`src/rtl/regfile_dump.sv`:
```
// Debug readout engine: walks the register-file read port from register 0 to NREGS-1
// and streams each register as an (index, data) beat while holding off writeback.
module regfile_dump #(
  parameter int NREGS = 32,
  parameter int AW    = 5,
  parameter int DW    = 32
) (
  input  logic          clk,
  input  logic          rst,
  input  logic          start,
  output logic          busy,
  output logic          rf_hold,
  output logic          done,
  output logic [AW-1:0] rf_ra,
  input  logic [DW-1:0] rf_rd,
  output logic          out_valid,
  input  logic          out_ready,
  output logic [AW-1:0] out_idx,
  output logic [DW-1:0] out_data,
  output logic          out_last
);

  typedef enum logic [1:0] {
    S_IDLE   = 2'd0,
    S_READ   = 2'd1,
    S_SEND   = 2'd2,
    S_FINISH = 2'd3
  } state_t;

  localparam logic [AW-1:0] LAST_IDX = AW'(NREGS - 1);

  state_t        r_state;
  logic [AW-1:0] r_idx;
  logic          r_busy;
  logic          r_done;
  logic          r_valid;
  logic          r_last;
  logic [AW-1:0] r_out_idx;
  logic [DW-1:0] r_out_data;
  logic          w_addr_en;
  logic          w_hshake;

  // The read port only follows the counter while a register is being fetched or held.
  assign w_addr_en = (r_state == S_READ) || (r_state == S_SEND);
  assign w_hshake  = r_valid && out_ready;

  assign rf_ra     = w_addr_en ? r_idx : '0;
  assign busy      = r_busy;
  assign rf_hold   = r_busy;
  assign done      = r_done;
  assign out_valid = r_valid;
  assign out_idx   = r_out_idx;
  assign out_data  = r_out_data;
  assign out_last  = r_last;

  always_ff @(posedge clk) begin
    if (rst) begin
      r_state    <= S_IDLE;
      r_idx      <= '0;
      r_busy     <= 1'b0;
      r_done     <= 1'b0;
      r_valid    <= 1'b0;
      r_last     <= 1'b0;
      r_out_idx  <= '0;
      r_out_data <= '0;
    end else begin
      r_done <= 1'b0;
      case (r_state)
        S_IDLE: begin
          if (start) begin
            r_idx   <= '0;
            r_busy  <= 1'b1;
            r_state <= S_READ;
          end
        end
        S_READ: begin
          r_out_data <= rf_rd;
          r_out_idx  <= r_idx;
          r_last     <= (r_idx == LAST_IDX);
          r_valid    <= 1'b1;
          r_state    <= S_SEND;
        end
        S_SEND: begin
          // Beat contents stay frozen until the consumer takes them.
          if (w_hshake) begin
            r_valid <= 1'b0;
            if (r_last) begin
              r_done  <= 1'b1;
              r_state <= S_FINISH;
            end else begin
              r_idx   <= r_idx + AW'(1);
              r_state <= S_READ;
            end
          end
        end
        S_FINISH: begin
          r_busy  <= 1'b0;
          r_state <= S_IDLE;
        end
        default: begin
          r_state <= S_IDLE;
        end
      endcase
    end
  end

endmodule

```
`config.mk`:
```
export PLATFORM = sky130hd
export DESIGN_NAME = regfile_dump
export DESIGN_NICKNAME = d
export VERILOG_FILES = /design/src/rtl/regfile_dump.sv
export SDC_FILE = /design/constraint.sdc
export NUM_CORES = 1
export LEC_CHECK = 0
export ABC_AREA = 1
export BUFFER_PORTS_ARGS = -buffer_cell sky130_fd_sc_hd__buf_2
export CORE_AREA = 2 2 71 73
export DETAILED_ROUTE_END_ITERATION = 12
export DIE_AREA = 0 0 73 75
export PLACE_DENSITY = 0.74
export SYNTH_ARGS = -nofsm -noshare
export SYNTH_HDL_FRONTEND = slang
export SYNTH_SLANG_ARGS = --single-unit
```
`constraint.sdc`:
```
create_clock -name clk -period 1.45 [get_ports clk]
set_clock_uncertainty 0.2 [all_clocks]
set_input_delay 0.145 -clock clk [delete_from_list [all_inputs] [get_ports clk]]
set_output_delay 0.145 -clock clk [all_outputs]
set_load 0.01 [all_outputs]
```
==> impl_metrics.json <==
{
  "crit_arrival_ps": 1210,
  "grt_max_degree": 24,
  "synthFlopType": "dfxtp_1",
  "syn_area_mm2": 0.00191,
  "portBuffers": 82,
  "r2r_slack_ps": -60,
  "vias": 2147,
  "synth_xor_area_frac": 0,
  "postRouteAntennaNets": 0,
  "period_needed_ps": 1560,
  "whs_ps": 285,
  "synth_compound_area_frac": 0.130,
  "yosys.area_share.simple": 0.251,
  "ir_worst_vdd_uv": 1030,
  "synth_top_family_by_area": "simple AND/OR/NAND/NOR gates",
  "whs_path_depth": 2,
  "insertion_delay_ps": 300,
  "cp_cell_sequence": "inv_4 -> ha_4 -> nand2_1 -> inv_1 -> buf_6",
  "cts-buffers-inserted": 5,
  "outcome": "finished with violations",
  "antenna_found_initial": 0,
  "cts_buffer_depth": 2,
  "grt_usage": 0.217,
  "failed_checks": "setup timing",
  "crit_path_start_kind": "flip-flop",
  "clkSlewWorstSetupHoldPaths_ps": 80,
  "r2r_start": "r_state[1]",
  "setup-violations-final": 9,
  "drv_cap": 0,
  "tightest_slew_ps": 217,
  "dieArea_mm2": 0.00548,
  "firstDrtPassIters": 4,
  "synth_top_area_share": 0.504,
  "max_stage_delay_ps": 380,
  "hp-start": "out_data[1]",
  "yosysWarnings": 0,
  "initial_core_util": 0.409,
  "slew_headroom": 0.854,
  "async_reset_ff_frac": 0,
  "rr_endpoint": "r_idx[4]",
  "min_to": "out_data[1]",
  "die_x_um": 73,
  "yosys_register_bits": 48,
  "synthCells": 257,
  "finalWorstSetupSlack_ps": -110,
  "antennaDiodeCount": 0,
  "ys_seq_area_frac": 0.504,
  "grt_setup_unrepaired": "yes",
  "htreeDepth": 2,
  "wirelength_um": 5790,
  "grt_pass1_wl_um": 9110,
  "slew_viol_final": 0,
  "yosysTopAreaCell": "dfxtp_1",
  "hpwl_um": 3450,
  "synth_common_cells": "nor2_1 (79), dfxtp_1 (48), o21ai_0 (41)",
  "die_y_um": 75,
  "drt_iter0_drc": 116,
  "overflow": 0,
  "max_freq_mhz": 641,
  "min_period_over_period": 1.08,
  "post_drt_wl_per_cell_um": 13.0,
  "critPathMaxFanout": 5,
  "area_growth_pct": 64.7,
  "finalCoreUtilization": 0.674,
  "fin_nets": 435,
  "synth.area.mux_share": 0,
  "cts-root-buf": "clkbuf_8",
  "worstSetupPathType": "flip-flop to primary output",
  "viasPerCell": 4.80,
  "grt_pass1_vias": 2107,
  "ioPinCount": 83,
  "synth_most_common_cell": "nor2_1",
  "crit_required_ps": 1110,
  "power_density_mw_per_mm2": 1970,
  "hold_class": "flip-flop to flip-flop",
  "drive_above_1_share": 0.379,
  "rows": 25,
  "synth_fa_ha_area_frac": 0.0460,
  "cts_sinks": 48,
  "coreArea_mm2": 0.00466,
  "hold_viol": 0,
  "synth_nets": 300,
  "gp_congestion": 0.874,
  "yosysUniqueCellTypes": 18,
  "p_leak_nw": 1.60,
  "synth_edf_count": 0,
  "end_kind": "primary output",
  "yosys-top-cells-area": "dfxtp_1 (50%), nor2_1 (16%), o21ai_0 (11%)",
  "cp_slowest_cell": "dfxtp_4",
  "tritoncts": "built",
  "r2r_cells": 10,
  "avgSynthCellArea_um2": 7.41,
  "drcViolationCount": 0
}
## final cells by class
class / count / area, um^2
flip-flops and latches: 48 / 966
fillers: 374 / 1520
well taps: 54 / 67.6
repair buffers: 140 / 997
clock buffers: 8 / 90.1
multi-input cells: 177 / 933
inverters: 20 / 85.1
## timing repair
action,4_1_cts,5_1_grt
hold buffers,35,0
setup endpoints to repair,45,40
buffers inserted,4,1
gates resized for setup,27,61
pin swaps,8,13
gates cloned,0,0
hold endpoints to repair,36,0
## placed cells by master (no fill, tap or decap), drive strengths merged
| cell | netlist | final |
|---|---|---|
| clkbuf | 7 | 8 |
| nand4 | 2 | 2 |
| dfxtp | 48 | 48 |
| nand3 | 4 | 4 |
| a211oi | 1 | 1 |
| nor4 | 1 | 1 |
| dlygate4sd3 | 0 | 35 |
| buf | 5 | 105 |
| o21ai | 41 | 41 |
| ha | 7 | 7 |
| nor2 | 80 | 80 |
| a21oi | 7 | 7 |
| nand2 | 34 | 34 |
| inv | 20 | 20 |
## flip-flops by register name (all words and copies together), names as in the netlist
name and flops:
r_state 2, r_idx 5, out_valid 1, busy 1, out_idx 5, done 1, out_data 32, out_last 1
## worst max path at each step
stage / from / end / slack [ps] / depth (start not counted)
3_5_place_dp: r_state[1] / r_idx[4] / -80 / 9
2_1_floorplan: r_state[0] / r_idx[1] / 20 / 10
5_1_grt: r_state[1] / rf_ra[3] / -170 / 5
4_1_cts: r_state[1] / rf_ra[0] / -100 / 5
3_3_place_gp: r_state[1] / r_idx[1] / -10 / 9
6_report: r_state[1] / rf_ra[0] / -110 / 5
## routing by layer
layer,wire length (um),track usage,vias to the layer above
met5,0,0,-
met4,129,0.0947,0
met3,290,0.0535,14
met2,3030,0.395,77
met1,2350,0.238,975
li1,-,-,1081
## critical path: cells and delay by family, from the launching register on
family	cells	cell delay, ps
simple gates	1	50
flops	1	380
fa+ha+maj	1	290
buf+inv	3	190
## power breakdown
group	switching, mW	leakage, nW	internal [mW]
Combinational	1.78	1.16	1.46
Clock	0.424	0.0455	0.389
Sequential	0.313	0.396	1.82
Total	2.52	1.60	3.67
## through the flow
stage	instance area (um^2)	total power, mW	instances	setup WS (ps)	setup TNS (ps)
finish	3140	6.19	447	-110	-731
global route	3140	6.64	447	-171	-1800
CTS	2990	5.77	446	-104	-771
detailed placement	2470	4.59	399	-84.5	-403
global placement	2470	4.52	399	-9.96	-24.9
floorplan	1910	3.57	257	16.5	0
## logic make-up (layout without fill, tap and decap cells)
family,after synthesis,in the layout
and+or+nand+nor,121,121
AOI/OAI and AO/OA,49,49
DFF,48,48
buffers and inverters,32,168
adders and majority gates,7,7
Power figures use the tool's default switching activity.
